File: src/rtl/bcd_pkg.sv
// BCD helper package for the calendar/clock field counter.
// All helpers work on a fixed-width container (BCD_W bits, up to
// MAX_DIGITS digits); callers zero-extend their narrower fields into it.
package bcd_pkg;

    localparam int MAX_DIGITS = 8;
    localparam int BCD_W      = 4 * MAX_DIGITS;

    typedef logic [BCD_W-1:0] bcd_t;

    // True when every nibble is a legal decimal digit.
    function automatic logic bcd_valid(input bcd_t v);
        logic ok;
        ok = 1'b1;
        for (int i = 0; i < MAX_DIGITS; i++) begin
            if (v[4*i +: 4] > 4'd9) begin
                ok = 1'b0;
            end else begin
                ok = ok;
            end
        end
        return ok;
    endfunction

    // BCD increment; a 9 rolls to 0 and ripples a carry into the next digit.
    function automatic bcd_t bcd_inc(input bcd_t v);
        bcd_t r;
        logic c;
        r = v;
        c = 1'b1;
        for (int i = 0; i < MAX_DIGITS; i++) begin
            if (c && (v[4*i +: 4] == 4'd9)) begin
                r[4*i +: 4] = 4'd0;
            end else if (c) begin
                r[4*i +: 4] = v[4*i +: 4] + 4'd1;
                c = 1'b0;
            end else begin
                r[4*i +: 4] = v[4*i +: 4];
            end
        end
        return r;
    endfunction

    // BCD decrement; a 0 rolls to 9 and ripples a borrow into the next digit.
    function automatic bcd_t bcd_dec(input bcd_t v);
        bcd_t r;
        logic b;
        r = v;
        b = 1'b1;
        for (int i = 0; i < MAX_DIGITS; i++) begin
            if (b && (v[4*i +: 4] == 4'd0)) begin
                r[4*i +: 4] = 4'd9;
            end else if (b) begin
                r[4*i +: 4] = v[4*i +: 4] - 4'd1;
                b = 1'b0;
            end else begin
                r[4*i +: 4] = v[4*i +: 4];
            end
        end
        return r;
    endfunction

    // Digit-wise a > b: the most significant differing digit decides.
    function automatic logic bcd_gt(input bcd_t a, input bcd_t b);
        logic res;
        logic done;
        res  = 1'b0;
        done = 1'b0;
        for (int i = MAX_DIGITS - 1; i >= 0; i--) begin
            if (!done && (a[4*i +: 4] != b[4*i +: 4])) begin
                res  = (a[4*i +: 4] > b[4*i +: 4]);
                done = 1'b1;
            end else begin
                res  = res;
                done = done;
            end
        end
        return res;
    endfunction

    // Digit-wise a < b.
    function automatic logic bcd_lt(input bcd_t a, input bcd_t b);
        return bcd_gt(b, a);
    endfunction

    // Decimal integer to packed BCD; used to elaborate MIN/MAX constants.
    function automatic bcd_t int_to_bcd(input int n);
        bcd_t r;
        int   v;
        r = '0;
        v = n;
        for (int i = 0; i < MAX_DIGITS; i++) begin
            r[4*i +: 4] = 4'(v % 10);
            v = v / 10;
        end
        return r;
    endfunction

endpackage

File: src/rtl/bcd_key_repeat.sv
// Key edge detector with optional auto-repeat.
// REPEAT_DELAY = 0: step_out follows the key level every cycle.
// REPEAT_DELAY > 0: step on the first high sample, again REPEAT_DELAY
// cycles later, then every REPEAT_RATE cycles while the key stays held.
// step_out is combinational so the counter can act on it in the same cycle.
module bcd_key_repeat #(
    parameter int REPEAT_DELAY = 0,
    parameter int REPEAT_RATE  = 1
) (
    input  logic clk,
    input  logic reset,
    input  logic clr,
    input  logic key_in,
    output logic step_out
);

    localparam int CNT_MAX = (REPEAT_DELAY > REPEAT_RATE) ? REPEAT_DELAY : REPEAT_RATE;
    localparam int CW      = (CNT_MAX > 1) ? $clog2(CNT_MAX) : 1;

    logic          prev_q;
    logic          prev_d;
    logic [CW-1:0] cnt_q;
    logic [CW-1:0] cnt_d;

    // Next-state for the edge register and repeat counter, plus the step strobe.
    always_comb begin
        prev_d   = prev_q;
        cnt_d    = cnt_q;
        step_out = 1'b0;
        if (clr || !key_in) begin
            prev_d   = 1'b0;
            cnt_d    = CW'(0);
            step_out = 1'b0;
        end else if (REPEAT_DELAY == 0) begin
            prev_d   = 1'b1;
            cnt_d    = CW'(0);
            step_out = 1'b1;
        end else if (!prev_q) begin
            prev_d   = 1'b1;
            cnt_d    = CW'(REPEAT_DELAY - 1);
            step_out = 1'b1;
        end else if (cnt_q == CW'(0)) begin
            cnt_d    = CW'(REPEAT_RATE - 1);
            step_out = 1'b1;
        end else begin
            cnt_d    = cnt_q - CW'(1);
            step_out = 1'b0;
        end
    end

    // Edge register and repeat counter with synchronous reset.
    always_ff @(posedge clk) begin
        if (reset) begin
            prev_q <= 1'b0;
            cnt_q  <= CW'(0);
        end else begin
            prev_q <= prev_d;
            cnt_q  <= cnt_d;
        end
    end

endmodule

File: src/rtl/bcd_field_counter.sv
// BCD up/down counter for one calendar/clock field. Tracks dato_rtc while
// enable=0 (with validation), steps within [MIN, EMAX] on keys while
// enable=1, and emits carry/borrow pulses on wrap for field cascading.
// DIGITS must not exceed bcd_pkg::MAX_DIGITS.
module bcd_field_counter
    import bcd_pkg::*;
#(
    parameter int DIGITS       = 2,
    parameter int MIN_VAL      = 1,
    parameter int MAX_VAL      = 31,
    parameter int USE_DYN_MAX  = 1,
    parameter int REPEAT_DELAY = 0,
    parameter int REPEAT_RATE  = 1
) (
    input  logic                clk,
    input  logic                reset,
    input  logic                enable,
    input  logic                up,
    input  logic                down,
    input  logic [4*DIGITS-1:0] dato_rtc,
    input  logic [4*DIGITS-1:0] max_dyn,
    output logic [4*DIGITS-1:0] out,
    output logic                carry,
    output logic                borrow,
    output logic                load_err
);

    localparam int W = 4 * DIGITS;

    localparam bcd_t MIN_EXT = int_to_bcd(MIN_VAL);
    localparam bcd_t MAX_EXT = int_to_bcd(MAX_VAL);
    localparam logic [W-1:0] MIN_BCD = MIN_EXT[W-1:0];
    localparam logic [W-1:0] MAX_BCD = MAX_EXT[W-1:0];

    logic [W-1:0] out_q;
    logic [W-1:0] out_d;
    logic         carry_q;
    logic         carry_d;
    logic         borrow_q;
    logic         borrow_d;
    logic         load_err_q;
    logic         load_err_d;

    logic         key_clr_s;
    logic         up_step_s;
    logic         dn_step_s;
    logic         dyn_ok_s;
    logic [W-1:0] emax_s;
    bcd_t         out_ext_s;
    bcd_t         emax_ext_s;
    bcd_t         dato_ext_s;
    bcd_t         dyn_ext_s;

    // Repeat state returns to idle when loading or when both keys are held.
    assign key_clr_s = ~enable | (up & down);

    bcd_key_repeat #(
        .REPEAT_DELAY (REPEAT_DELAY),
        .REPEAT_RATE  (REPEAT_RATE)
    ) u_key_up (
        .clk      (clk),
        .reset    (reset),
        .clr      (key_clr_s),
        .key_in   (up),
        .step_out (up_step_s)
    );

    bcd_key_repeat #(
        .REPEAT_DELAY (REPEAT_DELAY),
        .REPEAT_RATE  (REPEAT_RATE)
    ) u_key_dn (
        .clk      (clk),
        .reset    (reset),
        .clr      (key_clr_s),
        .key_in   (down),
        .step_out (dn_step_s)
    );

    // Effective upper limit: max_dyn only when it is legal BCD inside [MIN, MAX].
    always_comb begin
        dyn_ext_s = BCD_W'(max_dyn);
        dyn_ok_s  = 1'b0;
        emax_s    = MAX_BCD;
        if ((USE_DYN_MAX != 0) && bcd_valid(dyn_ext_s) &&
            !bcd_lt(dyn_ext_s, MIN_EXT) && !bcd_gt(dyn_ext_s, MAX_EXT)) begin
            dyn_ok_s = 1'b1;
            emax_s   = max_dyn;
        end else begin
            dyn_ok_s = 1'b0;
            emax_s   = MAX_BCD;
        end
    end

    // Next value of the field: load > both-keys hold > up > down > clamp.
    always_comb begin
        out_ext_s  = BCD_W'(out_q);
        emax_ext_s = BCD_W'(emax_s);
        dato_ext_s = BCD_W'(dato_rtc);
        out_d      = out_q;
        carry_d    = 1'b0;
        borrow_d   = 1'b0;
        load_err_d = 1'b0;
        if (!enable) begin
            if (!bcd_valid(dato_ext_s)) begin
                out_d      = out_q;
                load_err_d = 1'b1;
            end else if (bcd_lt(dato_ext_s, MIN_EXT)) begin
                out_d      = MIN_BCD;
                load_err_d = 1'b1;
            end else if (bcd_gt(dato_ext_s, emax_ext_s)) begin
                out_d      = emax_s;
                load_err_d = 1'b1;
            end else begin
                out_d      = dato_rtc;
                load_err_d = 1'b0;
            end
        end else if (up && down) begin
            out_d = out_q;
        end else if (up_step_s) begin
            if (!bcd_lt(out_ext_s, emax_ext_s)) begin
                out_d   = MIN_BCD;
                carry_d = 1'b1;
            end else begin
                out_d   = W'(bcd_inc(out_ext_s));
            end
        end else if (dn_step_s) begin
            if (bcd_gt(out_ext_s, emax_ext_s)) begin
                out_d    = emax_s;
            end else if (!bcd_gt(out_ext_s, MIN_EXT)) begin
                out_d    = emax_s;
                borrow_d = 1'b1;
            end else begin
                out_d    = W'(bcd_dec(out_ext_s));
            end
        end else if (bcd_gt(out_ext_s, emax_ext_s)) begin
            out_d = emax_s;
        end else begin
            out_d = out_q;
        end
    end

    // Field value and status flags, synchronous reset to MIN.
    always_ff @(posedge clk) begin
        if (reset) begin
            out_q      <= MIN_BCD;
            carry_q    <= 1'b0;
            borrow_q   <= 1'b0;
            load_err_q <= 1'b0;
        end else begin
            out_q      <= out_d;
            carry_q    <= carry_d;
            borrow_q   <= borrow_d;
            load_err_q <= load_err_d;
        end
    end

    assign out      = out_q;
    assign carry    = carry_q;
    assign borrow   = borrow_q;
    assign load_err = load_err_q;

endmodule
File: config.mk
export PLATFORM = sky130hd
export DESIGN_NAME = bcd_field_counter
export DESIGN_NICKNAME = d
export VERILOG_FILES = /design/src/rtl/bcd_pkg.sv /design/src/rtl/bcd_key_repeat.sv /design/src/rtl/bcd_field_counter.sv
export SDC_FILE = /design/constraint.sdc
export NUM_CORES = 1
export LEC_CHECK = 0
export ABC_AREA = 1
export CAP_MARGIN = 0
export CORE_AREA = 2 2 64 81
export DETAILED_ROUTE_END_ITERATION = 12
export DIE_AREA = 0 0 66 83
export HOLD_SLACK_MARGIN = 0.15
export PLACE_DENSITY_LB_ADDON = 0.25
export SYNTH_ARGS = -nofsm -noshare
export SYNTH_HDL_FRONTEND = slang
export SYNTH_SLANG_ARGS = --single-unit
File: constraint.sdc
create_clock -name clk -period 7 [get_ports clk]
set_clock_uncertainty 0.1 [all_clocks]
set_input_delay 1.75 -clock clk [delete_from_list [all_inputs] [get_ports clk]]
set_output_delay 1.75 -clock clk [all_outputs]
set_load 0.01 [all_outputs]
Word level (Yosys, flattened, before mapping)
Index checks and enable logic that the tools add are counted.
{"block": "totals", "ff_bits": 11}
{"block": "op_classes", "add_sub_neg": 4, "magnitude_cmp": 18, "mux": 127, "eq_ne": 17, "n_bitwise": 4, "reduce_logical": 50}
{"op": "$mux W1", "n": 109}
{"op": "$mux W8", "n": 12}
{"op": "$gt A4 B4 Y1", "n": 6}
{"op": "$mux W4", "n": 6}
{"op": "$ne A4 B4 Y1", "n": 6}
{"op": "$logic_and A1 B1 Y1", "n": 19}
{"op": "$logic_not A1 Y1", "n": 18}
{"op": "$gt A1 B4 Y1 const A", "n": 4}
{"op": "$gt A4 B4 Y1 const B", "n": 4}
{"op": "$gt A4 B1 Y1 const B", "n": 3}
{"op": "$reduce_bool A4 Y1", "n": 3}
{"op": "$add A4 B1 Y4 const B", "n": 2}
{"op": "$eq A4 B4 Y1 const B", "n": 2}
{"op": "$logic_not A4 Y1", "n": 2}
{"op": "$ne A1 B4 Y1 const A", "n": 2}
{"op": "$ne A4 B1 Y1 const B", "n": 2}
{"op": "$sub A4 B1 Y4 const B", "n": 2}
{"op": "$ne A7 B6 Y1 const B", "n": 1}
{"op": "$reduce_or A6 Y1", "n": 1}
{"op": "$ne A5 B2 Y1 const B", "n": 1}
{"op": "$reduce_and A5 Y1", "n": 1}
{"op": "$gt A4 B2 Y1 const B", "n": 1}
{"op": "$ne A4 B2 Y1 const B", "n": 1}
{"op": "$ne A4 B4 Y1 const B", "n": 1}
{"op": "other kinds (9)", "n": 11}

Longest topological paths before layout
{"block": "logic_depth", "ltp_word": 58, "depth_mapped": 21, "ltp_nobuf": 21}

Hierarchy
From an unflattened synthesis, not the netlist that was laid out.
{"block": "hier_totals", "hier_cells": 288, "area_unflattened_um2": 1721.7}
{"module": "bcd_field_counter", "n_inst": 1, "seq_area_each_um2": 220.2, "area_per_inst_um2": 1701.6, "cells_per_inst": 284}
{"module": "bcd_key_repeat", "n_inst": 2, "seq_area_each_um2": 0.0, "area_per_inst_um2": 10.0, "cells_per_inst": 2}

Worst setup path before layout
No wires, ideal clock.
{"block": "synth_timing", "kind": "input-to-reg", "from": "in max_dyn[7]", "to": "reg out_q[4] (netlist: out[4])", "slack_ps": 3131, "stages": 20, "setup_ps": 116, "required_time_ps": 6784, "n_path_buf": 0, "t_arrival_ps": 3653, "cell_sequence": "nor2_1 -> nand2_1 -> nor2_2 -> nand2_2 -> nor2_1 -> inv_1 -> ha_1 -> inv_1 -> nor2_1 -> o21ai_1 -> nand2_1 -> nand2_1 -> nand2_1 -> nand2_4 -> nand2_4 -> nand2_4 -> nor2_4 -> nand2_2 -> nor2_1 -> a21oi_2"}
{"block": "synth_via", "elab_chain_cells": 28}
{"item": "start: declaration", "line": "bcd_field_counter.sv:21", "source": "input logic [4*DIGITS-1:0] max_dyn,"}
{"item": "branches (longest 8 deep; another with $gt A1 B4 Y1)"}
{"item": "$mux W8 (*)", "line": "bcd_field_counter.sv:84", "source": "if ((USE_DYN_MAX != 0) && bcd_valid(dyn_ext_s) &&"}
{"item": "$ne A4 B4 Y1", "line": "bcd_pkg.sv:70", "source": "if (!done && (a[4*i +: 4] != b[4*i +: 4])) begin"}
{"item": "$logic_and A1 B1 Y1", "line": "bcd_pkg.sv:70"}
{"item": "$mux W1", "line": "bcd_pkg.sv:70"}
{"item": "$mux W1", "line": "bcd_field_counter.sv:126", "source": "end else if (dn_step_s) begin"}
{"item": "$mux W1", "line": "bcd_field_counter.sv:119", "source": "end else if (up_step_s) begin"}
{"item": "$mux W1", "line": "bcd_field_counter.sv:117", "source": "end else if (up && down) begin"}
{"item": "[5 not listed]"}
{"item": "$mux W1", "line": "bcd_field_counter.sv:119"}
{"item": "$mux W1", "line": "bcd_field_counter.sv:117"}
{"item": "$mux W1", "line": "bcd_field_counter.sv:103", "source": "if (!enable) begin"}
{"item": "$mux W8", "line": "bcd_field_counter.sv:127", "source": "if (bcd_gt(out_ext_s, emax_ext_s)) begin"}
{"item": "$mux W8", "line": "bcd_field_counter.sv:126"}
{"item": "$mux W8", "line": "bcd_field_counter.sv:119"}
{"item": "$mux W8", "line": "bcd_field_counter.sv:117"}
{"item": "$mux W8", "line": "bcd_field_counter.sv:103"}
{"item": "end signal: assignment", "line": "bcd_field_counter.sv:150", "source": "out_q <= out_d;"}
{"item": "end: declaration", "line": "bcd_field_counter.sv:35", "source": "logic [W-1:0] out_q;"}
Every way passes the cells marked *. The select of a mux whose other input is x is not followed.
A chain may end at the register's enable or synchronous reset.

Final worst setup path
{"block": "layout_timing", "from": "in max_dyn[2]", "to": "reg out_q[5] (netlist: out[5])"}
{"block": "layout_via", "elab_chain_cells": 26}
{"item": "branches (longest 6 deep; another with $gt A4 B4 Y1)"}
{"item": "$mux W8 (*)", "line": "bcd_field_counter.sv:84"}
{"item": "$ne A4 B4 Y1", "line": "bcd_pkg.sv:70"}
{"item": "$logic_and A1 B1 Y1", "line": "bcd_pkg.sv:70"}
{"item": "$mux W1", "line": "bcd_pkg.sv:70"}
{"item": "$mux W1", "line": "bcd_field_counter.sv:126"}
{"item": "$mux W1", "line": "bcd_field_counter.sv:119"}
{"item": "$mux W1", "line": "bcd_field_counter.sv:117"}
{"item": "[5 not listed]"}
{"item": "$mux W1", "line": "bcd_field_counter.sv:119"}
{"item": "$mux W1", "line": "bcd_field_counter.sv:117"}
{"item": "$mux W1", "line": "bcd_field_counter.sv:103"}
{"item": "$mux W8", "line": "bcd_field_counter.sv:127"}
{"item": "$mux W8", "line": "bcd_field_counter.sv:126"}
{"item": "$mux W8", "line": "bcd_field_counter.sv:119"}
{"item": "$mux W8", "line": "bcd_field_counter.sv:117"}
{"item": "$mux W8", "line": "bcd_field_counter.sv:103"}
Marked as above.

==> key figures <==
Hold path
  • Hold WC Path Type: reg2reg
  • WHS Path Cells: 2
  • Hold EP: out[7]
  • Hold_sp: out[7]

Global routing
  • Gr ovfl total: 0
  • Tot GR Track Use: 0.173
  • Pin count of the biggest net entering global routing: 12
  • First-pass GRT wire length: 7590 µm
  • Antenna violations before repair: 0
  • Vias in the first global route: 1745

Floorplanning
  • # IOs: 32
  • Chip width: 66 µm
  • Die area: 5480 µm²
  • Die Y: 83 µm
  • CORE AREA: 4690 µm²
  • Cell Rows: 28
  • Starting Density: 0.368

Power
  • Combinational group share of total power: 0.554
  • P_leak: 0.00104 µW
  • Worst VDD drop: 0.0792 mV
  • Sequential Power Share: 0.243
  • Clock power frac: 0.203
  • Power per Cell Area: 154 nW/µm²
  • Internal power: 182 µW
  • Switch Pwr: 150 µW
  • Switching Fraction: 0.451

Setup path
  • Worst R2R Setup Slack: 4.70 ns
  • Crit start category: primary input
  • Worst reg2reg path depth: 14
  • Setup CP Type: in2reg
  • Worst setup EP type: register
  • Critical R2R Launch: out[4]
  • RR Endpoint: out[0]
  • CP required: 7.03 ns
  • CP arrival: 4.44 ns
  • Critical path fanouts, max: 10

Detailed routing
  • Routed WL: 4480 µm
  • 1st-iter DRT viols: 88
  • Vias per inst: 4.97
  • Avg WL per Cell: 11.8 µm
  • Via Count: 1888
  • Drt pass-1 iters: 4
  • Final ANT Viol Nets: 0
  • # DRC: 0

STA
  • Fin. max-slew vios: 0
  • RSZ-0062 raised after global routing: false
  • Min cycle time layout: 4.41 ns
  • Post-route setup slack: 2.59 ns
  • Post-route setup TNS: 0 ns
  • Setup-failing EPs final: 0
  • Crit share post-route: 0.630
  • Worst slew pin tran: 0.710 ns
  • Hold Violations, Final: 0
  • Rel. slew slack: 0.525
  • FMAX: 227 MHz

Placed design
  • DP Worst Slack: 2.31 ns
  • Detailed placer's ending HPWL: 3780 µm
  • RePlAce Congestion: 0.897
  • Port Buf Inserts: 31

Clock tree
  • Skew-Pair Late Insertion Delay: 0.25 ns
  • Root Driver: clkbuf_8
  • Htree depth: 1
  • CTS Hold Bufs: 0
  • Number of CTS-inserted buffers: 3
  • Worst-path clk slew: 0.05 ns
  • CTS tree: built
  • Setup bufs post-CTS: 0
  • Clock Path Buffers: 2
  • Clock Sink Count: 11
  • CTS-repair resized insts: 0

Synthesis
  • Top-count cell post-synth: nand2_1
  • Area share of the largest cell type after synthesis: 0.161
  • EDFF count, synth: 0
  • Syn Area/Cell: 6.10 µm²
  • Sequential area share after synthesis: 0.128
  • Most used flip-flop cell after synthesis: dfxtp_1
  • Post-synth cell types: 34
  • Post-synthesis async set-or-reset flop share: 0
  • Ys Warns: 0
  • Synth area leaders: nand2_1 (16%), ha_1 (15%), dfxtp_1 (13%), nand3_1 (7.3%), nor2_1 (7.0%)
  • Yosys reg bits: 11
  • Synthesized area: 1730 µm²
  • Yosys top cell by area: nand2_1
  • Top cells by count, synth: nand2_1 (74), nor2_1 (32), inv_1 (30)
  • Cell count after synthesis: 283

Finish
  • Share of layout cells above drive strength 1: 0.119
  • Register cell area after layout: 220 µm²
  • Synthesis-to-finish area growth: 25.3%
  • Fillcell total: 510
  • Nets@finish: 362
  • Multi-input gate area: 1360 µm²
  • Ant. Diodes: 0

Job
  • # Max-Cap Violations: 0

Run status
  • Status: complete, no violations
[worst max-delay path by stage]
stage               startpoint      to  slack (ns)
floorplan           max_dyn[7]  out[4]        3.13
global route        max_dyn[2]  out[4]        2.27
CTS                 max_dyn[2]  out[5]        2.55
detailed placement  max_dyn[2]  out[5]        2.31
finish              max_dyn[2]  out[5]        2.59
global placement    max_dyn[2]  out[5]        2.36
[worst max-delay path: stages]
cell and delay [ns]:
clkdlybuf4s50_1 0.48, nor2_4 0.17, a21oi_1 0.06, nor2_2 0.12
nand2_2 0.09, nor2_1 0.18, inv_1 0.09, ha_1 0.29
a21oi_1 0.13, o21ai_0 0.08, o22ai_1 0.17, nand4_1 0.13
nand2_2 0.19, inv_2 0.09, o21ai_0 0.15, nor2_1 0.06
nor2_1 0.13, a21oi_2 0.07
[routing by layer]
layer | GRT usage | share of wire | vias to the layer above
met3 | 0.00949 | 0.033 | 14
met2 | 0.294 | 0.49 | 58
li1 | - | - | 997
met4 | 0.102 | 0.044 | 0
met5 | 0 | 0 | -
met1 | 0.209 | 0.44 | 819
[state kept, by name, summed over array words and instances (netlist names)]
register / flops
carry: 1
out: 8
load_err: 1
borrow: 1
[power by group through the flow]
stage	logic [µW]	clock network, µW	registers, µW
2_1_floorplan	126	0	82.7
5_1_grt	209	69.2	82.0
3_3_place_gp	183	0	82.2
6_report	184	67.4	80.6
3_5_place_dp	184	0	82.1
4_1_cts	185	66.9	80.6
[kinds of logic after synthesis]
group / count (synthesis) / synth area share
other: 1 / 0.00217
and+or+nand+nor: 168 / 0.479
DFF: 11 / 0.128
buffers and inverters: 42 / 0.0921
adders and majority gates: 20 / 0.145
AOI/OAI and AO/OA: 35 / 0.124
xor gates and xnor gates: 6 / 0.0305
[through the flow]
step                power [µW]  utilization  hold WS [ns]  cells  area (µm²)
finish                     332        0.461         0.490    380        2160
global placement           265        0.451         0.490    376        2120
floorplan                  208            -         0.486    286        1740
global route               360        0.461         0.524    380        2160
CTS                        332        0.461         0.493    380        2160
detailed placement         266        0.451         0.489    376        2120
[cell usage in the layout (no fill, tap or decap), types with 4 or more instances in the layout]
master            n
o21ai_1           6
nand4_1           7
nand3_1          25
nand2_2           7
xor2_1            5
nor3_1            8
nor2_1           32
dfxtp_1          11
o21ai_0           9
inv_1            30
nand2_1          74
conb_1            4
inv_2            10
clkdlybuf4s50_1  31
ha_1             20
a21oi_1          12
[cell type report]
class,instances,area share
tap,60,0.0347
clock buffer,4,0.0208
multi-input combinational,233,0.628
timing repair buffer,31,0.144
sequential,11,0.102
inverter,41,0.0712
No activity file was read; power rests on OpenSTA's default activity.
